`config.mk`:
```
export PLATFORM = sky130hd
export DESIGN_NAME = fetch_stage
export DESIGN_NICKNAME = d
export VERILOG_FILES = /design/src/rtl/fetch_stage_pkg.sv /design/src/rtl/fetch_skid_buffer.sv /design/src/rtl/fetch_stage.sv
export SDC_FILE = /design/constraint.sdc
export NUM_CORES = 1
export LEC_CHECK = 0
export ABC_AREA = 1
export BUFFER_PORTS_ARGS = -buffer_cell sky130_fd_sc_hd__buf_2
export CAP_MARGIN = 20
export CORE_MARGIN = 4
export CORE_UTILIZATION = 59
export CTS_CLUSTER_DIAMETER = 200
export DETAILED_ROUTE_END_ITERATION = 12
export PLACE_DENSITY = 0.83
export SYNTH_ARGS = -nofsm -noshare
export SYNTH_HDL_FRONTEND = slang
export SYNTH_SLANG_ARGS = --single-unit
```
`constraint.sdc`:
```
create_clock -name i_clk -period 6.6 [get_ports i_clk]
set_input_delay 0 -clock i_clk [delete_from_list [all_inputs] [get_ports i_clk]]
set_output_delay 0 -clock i_clk [all_outputs]
set_load 0.02 [all_outputs]
```
`src/rtl/fetch_stage_pkg.sv`:
```
// Shared definitions for the instruction-fetch stage: NOP encoding,
// fetch FSM state encodings, reset PC default and the IF/ID payload.
package fetch_stage_pkg;
    localparam logic [31:0] NOP_INST           = 32'h0000_0013;
    localparam logic [31:0] RESET_ADDR_DEFAULT = 32'h0000_0000;

    typedef enum logic [1:0] {
        ST_FETCH  = 2'd0,
        ST_WAIT   = 2'd1,
        ST_HALTED = 2'd2
    } fetch_state_e;

    typedef struct packed {
        logic [31:0] inst;
        logic [31:0] pc;
    } ifid_t;
endpackage

```
`src/rtl/fetch_skid_buffer.sv`:
```
// One-entry {inst, pc} holding register. Catches a fetch response that
// arrives while IF/ID is occupied and not being consumed.
// Clear wins over load; load wins over unload (load+unload keeps it full).
module fetch_skid_buffer
    import fetch_stage_pkg::*;
(
    input  logic        i_clk,
    input  logic        i_rst,
    input  logic        i_load,
    input  logic        i_unload,
    input  logic        i_clear,
    input  logic [31:0] i_inst,
    input  logic [31:0] i_pc,
    output logic        o_full,
    output logic [31:0] o_inst,
    output logic [31:0] o_pc
);
    logic  full_q, full_d;
    ifid_t data_q, data_d;

    // Next-state for the entry and its full flag
    always_comb begin
        full_d = full_q;
        data_d = data_q;
        if (i_clear) begin
            full_d = 1'b0;
        end else if (i_load) begin
            full_d      = 1'b1;
            data_d.inst = i_inst;
            data_d.pc   = i_pc;
        end else if (i_unload) begin
            full_d = 1'b0;
        end
    end

    // Entry registers
    always_ff @(posedge i_clk or posedge i_rst) begin
        if (i_rst) begin
            full_q      <= 1'b0;
            data_q.inst <= NOP_INST;
            data_q.pc   <= 32'h0;
        end else begin
            full_q <= full_d;
            data_q <= data_d;
        end
    end

    assign o_full = full_q;
    assign o_inst = data_q.inst;
    assign o_pc   = data_q.pc;
endmodule

```
`src/rtl/fetch_stage.sv`:
```
// RV32I instruction-fetch stage: owns the PC, keeps one read outstanding
// to instruction memory and drives the IF/ID register for decode.
// Optional feature macro: FETCH_MISALIGN_TRAP_EN (misaligned PC in FETCH
// raises o_trap and halts instead of issuing a request).
module fetch_stage
    import fetch_stage_pkg::*;
#(
    parameter logic [31:0] RESET_ADDR = RESET_ADDR_DEFAULT
) (
    input  logic        i_clk,
    input  logic        i_rst,
    output logic        o_imem_req,
    output logic [31:0] o_imem_addr,
    input  logic        i_imem_ready,
    input  logic        i_imem_valid,
    input  logic [31:0] i_imem_rdata,
    input  logic        i_stall,
    input  logic        i_flush,
    input  logic [31:0] i_flush_target,
    input  logic        i_halt,
    output logic [31:0] o_inst,
    output logic [31:0] o_pc,
    output logic [31:0] o_pc_plus4,
    output logic        o_valid,
    output logic        o_trap
);
    fetch_state_e state_q, state_d;
    logic [31:0]  pc_q, pc_d;
    logic         drop_q, drop_d;
    logic         valid_q, valid_d;
    ifid_t        ifid_q, ifid_d;
`ifdef FETCH_MISALIGN_TRAP_EN
    logic         trap_q, trap_d;
`endif

    logic        consume, ifid_free, halt_take, can_issue, req, accept, misalign;
    logic [31:0] flush_tgt;
    logic        skid_full, skid_load, skid_unload, skid_clear;
    logic [31:0] skid_inst, skid_pc;

    fetch_skid_buffer u_skid (
        .i_clk   (i_clk),
        .i_rst   (i_rst),
        .i_load  (skid_load),
        .i_unload(skid_unload),
        .i_clear (skid_clear),
        .i_inst  (i_imem_rdata),
        .i_pc    (pc_q),
        .o_full  (skid_full),
        .o_inst  (skid_inst),
        .o_pc    (skid_pc)
    );

    // Handshake decode; a discarded response still in flight (drop_q) holds off new requests
    always_comb begin
        consume   = valid_q & ~i_stall;
        ifid_free = ~valid_q | consume;
        halt_take = i_halt & consume;
        can_issue = ifid_free | ~skid_full;
`ifdef FETCH_MISALIGN_TRAP_EN
        flush_tgt = i_flush_target;
        misalign  = (pc_q[1:0] != 2'b00);
`else
        flush_tgt = i_flush_target & 32'hFFFF_FFFC;
        misalign  = 1'b0;
`endif
        req    = (state_q == ST_FETCH) & can_issue & ~drop_q & ~misalign;
        accept = req & i_imem_ready;
    end

    // Fetch FSM next-state, IF/ID and skid control; flush beats halt beats normal flow
    always_comb begin
        state_d     = state_q;
        pc_d        = pc_q;
        drop_d      = drop_q;
        valid_d     = valid_q;
        ifid_d      = ifid_q;
        skid_load   = 1'b0;
        skid_unload = 1'b0;
        skid_clear  = 1'b0;
`ifdef FETCH_MISALIGN_TRAP_EN
        trap_d      = trap_q;
`endif
        if (i_flush) begin
            valid_d    = 1'b0;
            skid_clear = 1'b1;
            pc_d       = flush_tgt;
`ifdef FETCH_MISALIGN_TRAP_EN
            trap_d     = 1'b0;
`endif
            case (state_q)
                ST_WAIT: begin
                    if (i_imem_valid) begin
                        state_d = ST_FETCH;
                        drop_d  = 1'b0;
                    end else begin
                        drop_d  = 1'b1;
                    end
                end
                ST_FETCH: begin
                    if (accept) begin
                        state_d = ST_WAIT;
                        drop_d  = 1'b1;
                    end
                end
                default: state_d = ST_FETCH;
            endcase
        end else if (halt_take) begin
            valid_d    = 1'b0;
            skid_clear = 1'b1;
            state_d    = ST_HALTED;
            if (((state_q == ST_WAIT) & ~i_imem_valid) | accept)
                drop_d = 1'b1;
            else if (state_q == ST_WAIT)
                drop_d = 1'b0;
        end else begin
            if (consume) begin
                if (skid_full) begin
                    ifid_d.inst = skid_inst;
                    ifid_d.pc   = skid_pc;
                    valid_d     = 1'b1;
                    skid_unload = 1'b1;
                end else begin
                    valid_d = 1'b0;
                end
            end
            case (state_q)
                ST_FETCH: begin
                    if (misalign & ifid_free & ~skid_full) begin
`ifdef FETCH_MISALIGN_TRAP_EN
                        trap_d = 1'b1;
`endif
                        valid_d     = 1'b1;
                        ifid_d.inst = NOP_INST;
                        ifid_d.pc   = pc_q;
                        state_d     = ST_HALTED;
                    end else if (accept) begin
                        state_d = ST_WAIT;
                    end else if (drop_q & i_imem_valid) begin
                        drop_d = 1'b0;
                    end
                end
                ST_WAIT: begin
                    if (i_imem_valid) begin
                        state_d = ST_FETCH;
                        if (drop_q) begin
                            drop_d = 1'b0;
                        end else begin
                            pc_d = pc_q + 32'd4;
                            if (ifid_free & ~skid_full) begin
                                ifid_d.inst = i_imem_rdata;
                                ifid_d.pc   = pc_q;
                                valid_d     = 1'b1;
                            end else begin
                                skid_load = 1'b1;
                            end
                        end
                    end
                end
                default: begin
                    if (drop_q & i_imem_valid) drop_d = 1'b0;
                end
            endcase
        end
    end

    // State, PC and IF/ID registers
    always_ff @(posedge i_clk or posedge i_rst) begin
        if (i_rst) begin
            state_q     <= ST_FETCH;
            pc_q        <= RESET_ADDR;
            drop_q      <= 1'b0;
            valid_q     <= 1'b0;
            ifid_q.inst <= NOP_INST;
            ifid_q.pc   <= 32'h0;
`ifdef FETCH_MISALIGN_TRAP_EN
            trap_q      <= 1'b0;
`endif
        end else begin
            state_q <= state_d;
            pc_q    <= pc_d;
            drop_q  <= drop_d;
            valid_q <= valid_d;
            ifid_q  <= ifid_d;
`ifdef FETCH_MISALIGN_TRAP_EN
            trap_q  <= trap_d;
`endif
        end
    end

    assign o_imem_req  = req;
    assign o_imem_addr = pc_q;
    assign o_inst      = ifid_q.inst;
    assign o_pc        = ifid_q.pc;
    assign o_pc_plus4  = ifid_q.pc + 32'd4;
    assign o_valid     = valid_q;
`ifdef FETCH_MISALIGN_TRAP_EN
    assign o_trap      = trap_q;
`else
    assign o_trap      = 1'b0;
`endif
endmodule

```
Yosys cells after proc, flatten, opt, wreduce, memory -nomap -nowiden
Cells that the tools add are included.
Cells by class
  bitwise gates (word level): 19
  reduce and logical (&&, ||, !) cells: 9
  eq/ne operators: 8
  mux-type cells: 50
  add/subtract/negate cells: 2
Operators with widths (count)
  $mux W64: 6
  $mux W32: 5
  $add A32 B3 Y32 const B: 2
  $mux W1: 31
  $and A1 B1 Y1: 8
  $mux W2: 4
  $ne A4 B4 Y1 const B: 2
  $not A1 Y1: 8
  $pmux W2 S2: 2
  $reduce_and A5 Y1: 1
  $ne A2 B2 Y1 const B: 2
  $ne A4 B2 Y1 const B: 1
  $pmux W1 S2: 2
  $reduce_and A2 Y1: 2
  $reduce_and A4 Y1: 1
  $reduce_bool A2 Y1: 2
  $reduce_bool A4 Y1: 1
  $ne A3 B1 Y1 const B: 1
  $ne A3 B3 Y1 const B: 1
  $or A1 B1 Y1: 3
  $reduce_bool A3 Y1: 1
  $eq A2 B1 Y1 const B: 1
  $logic_not A2 Y1: 1
Storage, ports and cells
  logic and storage cells: 97
  register bits after elaboration: 165

Logic depth before layout (Yosys ltp)
  depth after elaboration: 12
  depth in mapped cells: 11
  gate-level depth less buffers: 10

Hierarchy
Synthesis repeated with hierarchy kept, for this count alone.
Second synthesis, totals
  cells, all modules: 1186
  area, all modules: 9291.4 um^2
Modules (own cells, without submodules)
  fetch_stage: instances 1, area an instance 6672.6 um^2, cells each 902
  fetch_skid_buffer: instances 1, area an instance 2618.8 um^2, cells each 284

Worst setup path after synthesis
Ideal clock, no wire load.
  path kind: register to output
  from: register ifid_q (netlist bit o_pc[3])
  to: output port o_pc_plus4[20]
  arrival time: 1.801 ns
  setup slack: 4.799 ns
  buffers on the path: 0
  stages on the path, launching flop included: 9
  cells stage by stage: dfrtp_1 ha_1 nand3_2 nor2_1 nand2_1 nor2_2 nand2_1 nor2_1 xor2_1
Between the ends
  word-level cells in the longest chain between the ends: 1
RTL lines
  start, declared: RTL line fetch_stage.sv:31  | ifid_t ifid_q, ifid_d;
  start signal, assigned: RTL line fetch_stage.sv:184  | ifid_q <= ifid_d;
  $add A32 B3 Y32: RTL line fetch_stage.sv:195  | assign o_pc_plus4 = ifid_q.pc + 32'd4;
  end, declared: RTL line fetch_stage.sv:23  | output logic [31:0] o_pc_plus4,
Every way passes these cells.

Final worst setup path
  from: register valid_q, in the netlist o_valid
  to: register ifid_q (netlist bit o_inst[3])
Between the ends
  word-level cells in the longest chain between the ends: 7
  elaborated cells on any way between the ends: 12
  those cells by class: mux: 5; bitwise: 6; reduce/logical: 1
RTL lines
  start, declared: RTL line fetch_stage.sv:30  | logic valid_q, valid_d;
  start signal, assigned: RTL line fetch_stage.sv:183  | valid_q <= valid_d;
  $and A1 B1 Y1 / $not A1 Y1 (equally long branches): RTL line fetch_stage.sv:56, fetch_stage.sv:57
  $or A1 B1 Y1: RTL line fetch_stage.sv:57  | ifid_free = ~valid_q | consume;
  $and A1 B1 Y1: RTL line fetch_stage.sv:150  | if (ifid_free & ~skid_full) begin
  $mux W64: RTL line fetch_stage.sv:150
  $mux W64: RTL line fetch_stage.sv:146  | if (drop_q) begin
  $mux W64: RTL line fetch_stage.sv:144  | if (i_imem_valid) begin
  $mux W64
Parallel ways exist; a longest one is shown, timed or not.
A chain may end at the register's enable or synchronous reset.

==> results.py <==
metrics = {
    "run_status": {
        "outcome": "finished clean",
    },
    "critical_path": {
        "startpoint_type": "register",
        "worstPathRequired_ns": 6.96,
        "arrival_ns": 3.50,
        "critPathSlowestCell": "nand2_2",
        "critical_path_class": "reg -> reg",
        "crit_top_cell": "nand2_2",
        "setup.worst_path.end_class": "register",
        "worstPathCellList": "nand2_1, nand2_2, inv_2, nand2_2, a21oi_4, buf_4, o21ai_0, inv_1",
        "path_buf_inv": 3,
        "slowest_delay_ns": 0.61,
        "cp_top_family": "simple AND/OR/NAND/NOR gates",
        "critPathMaxFanout": 50,
    },
    "timing": {
        "skew_ns": 0.0106,
        "timing.hold.ws_ns": 0.0230,
        "tightest_slew_ns": 1.15,
        "setup_viol": 0,
        "fin_setup_tns_ns": 0,
        "period_needed_ns": 3.13,
        "timing.fmax_ghz": 0.319,
        "slew_viol_final": 0,
        "slew_headroom_pct": 23.7,
        "rsz0062_at_grt": "false",
        "hold_violations": 0,
        "layout_worst_path_cycle_share_pct": 47.4,
    },
    "job": {
        "drv_cap": 0,
    },
    "power": {
        "p_per_area_nw_per_um2": 400,
        "ir_drop_uv": 233,
        "p_leak_nw": 5.42,
        "p_total_w": 0.00439,
    },
    "logic_synthesis": {
        "yosysMostFrequentCell": "nand2_1",
        "synth_cells": 1138,
        "yosysTopAreaCellShare_pct": 44.2,
        "synthTopCellsByArea": "dfrtp_1 44%, nand2_1 15%, nand3_1 4.3%",
        "yosysWarnings": 0,
        "synth_cell_types": 38,
        "syn_area_um2": 8780,
        "syn_area_per_cell_um2": 7.71,
        "ys_seq_area_share_pct": 46.0,
        "synth_top_area_cell": "dfrtp_1",
        "synthTopCellsByCount": "360 x nand2_1, 155 x dfrtp_1, 101 x nor2_1",
        "async_flop_share_pct": 100,
        "synth-edff-count": 0,
        "synthFlopType": "dfrtp_1",
        "ys_ff_latch": 161,
    },
    "layout": {
        "final_cells": 1567,
        "post_route_cells_drive_above_1_share_pct": 23.3,
        "area_delta_synth_final_pct": 25.0,
        "regArea_um2": 4040,
        "multiInputGateArea_um2": 3970,
        "insertedDiodeCount": 0,
        "n_fill_cell": 1052,
        "layout.nets": 1443,
    },
    "global_route": {
        "gr-usage-met3_pct": 8.02,
        "grt_pass1_wl_um": 42100,
        "grt_usage_pct": 31.7,
        "first_global_vias": 8315,
        "met1_usage_pct": 42.4,
        "antenna_found_initial": 0,
        "gr-max-usage-layer": "met2",
        "grt_max_degree": 91,
        "grt_overflow": 0,
        "use_met2_pct": 50.0,
    },
    "placed_design": {
        "dp_cells": 1469,
        "gp_congestion": 1.01,
        "post-dp-hpwl_um": 16900,
        "port_buffers": 196,
    },
    "route": {
        "first_pass_iters": 5,
        "vias": 8804,
        "drt-initial-drc-count": 969,
        "drc_errors": 0,
        "ant_nets": 0,
        "wl_per_cell_um": 16.9,
        "via_per_inst": 5.62,
        "wl_um": 26400,
    },
    "clock_network": {
        "cts_buffers": 17,
        "post_cts_buffers": 0,
        "clock-sinks": 161,
        "clk_latency_ns": 0.42,
        "cts_tree": "done",
        "path_clk_slew_ns": 0.07,
        "clockRootBuffer": "clkbuf_16",
        "clockBufferDepth": 2,
        "htree_levels": 4,
        "cts_resized": 0,
    },
    "floorplanning": {
        "fp.dieH_um": 130,
        "dieArea_um2": 16900,
        "initial_utilization_pct": 60.4,
        "die_w_um": 130,
        "core_um2": 14500,
        "ios": 202,
        "placementRows": 44,
    },
    "worst_hold_path": {
        "hp-class": "in -> reg",
    },
}
## layer usage
layer	part of all wire [%]	up-vias
li1	-	4142
met1	40	4088
met2	47	485
met3	9.0	89
met4	3.6	0
met5	0	-
## worst paths after layout
kind	startpoint	to	slack, ns	cells past startpoint
worst min register to register	u_skid.o_inst[1]$_DFFE_PP1P_	u_skid.o_inst[1]$_DFFE_PP1P_	0.47	2
worst max register to register	o_valid$_DFF_PP0_	o_inst[3]$_DFFE_PP0N_	3.47	8
worst min-delay path	i_flush_target[15]	o_imem_addr[15]$_DFFE_PP0P_	0.02	5
worst max-delay path	o_valid$_DFF_PP0_	o_inst[3]$_DFFE_PP0N_	3.47	8
max in group asynchronous	i_rst	o_imem_addr[18]$_DFFE_PP0P_	4.90	4
min in group asynchronous	i_rst	u_skid.o_inst[22]$_DFFE_PP0P_	0.26	3
## stage by stage
step / worst slack (ns) / util (%) / instance area [um2]
2_1_floorplan: 2.26 / - / 8780
3_3_place_gp: 3.59 / 66.5 / 9660
3_5_place_dp: 3.58 / 66.7 / 9690
4_1_cts: 3.53 / 75.5 / 11000
5_1_grt: 3.21 / 75.5 / 11000
6_report: 3.47 / 75.5 / 11000
## worst min-delay path, delay by kind of cell
kind / cells / cell delay [ns]
AND/OR/NAND/NOR: 3 / 0.25
buffers and inverters: 1 / 0.08
AO/OA/AOI/OAI: 1 / 0.08
## flip-flops by register name, summed over array words and instances, names as in the netlist
| name | flops |
|---|---|
| drop_q | 1 |
| o_imem_addr | 30 |
| o_inst | 32 |
| o_pc | 32 |
| o_valid | 1 |
| state_q | 2 |
| u_skid.o_full | 1 |
| u_skid.o_inst | 32 |
| u_skid.o_pc | 30 |
## report_power, final
group / total [W] / switching [W] / leakage, nW / internal [W]
combinational: 0.00166 / 0.00109 / 3.10 / 0.000575
sequential: 0.00170 / 0.000381 / 2.02 / 0.00131
clock: 0.00103 / 0.000419 / 0.301 / 0.000612
## layout by cell type, fill, tap and decap left out, types with 3 or more instances in the layout
cell	n
nor2_2	5
nand4_1	7
dlygate4sd3_1	66
a22oi_1	10
nor3_1	12
dfrtp_1	155
o22ai_1	47
xnor2_1	16
bufinv_16	3
inv_6	4
nand2_1	360
nand3_2	4
inv_2	25
clkbuf_16	17
a21oi_1	7
buf_2	196
nand2_2	4
xor2_1	22
clkinv_4	6
nor2_1	100
dfstp_2	6
conb_1	3
o21ai_2	38
o21ai_0	46
nand3_1	76
inv_1	86
o21ai_1	40
## what timing repair did
| item | CTS | global route |
|---|---|---|
| endpoints found under the hold margin | 178 | 0 |
| hold buffers | 66 | 0 |
| setup endpoints to repair | 0 | 0 |
## layout make-up
cell class / instances / area share [%]
Tap cell: 184 / 2.10
Clock buffer: 18 / 4.00
Clock inverter: 14 / 1.65
Multi-Input combinational cell: 812 / 36.2
Sequential cell: 161 / 36.8
Timing Repair Buffer: 265 / 15.3
Inverter: 113 / 3.93
## cells by family (layout without fill, tap and decap cells)
family	after synthesis	in the layout	share of synthesized area, %
adders and majority gates	2	2	0.285
buffers and inverters	167	410	8.88
xor gates and xnor gates	38	38	3.79
and+or+nand+nor	573	573	26.9
AOI/OAI and AO/OA	196	196	14.1
DFF	161	161	46.0
other	1	3	0.0427
(Power assumes the default switching activity.)
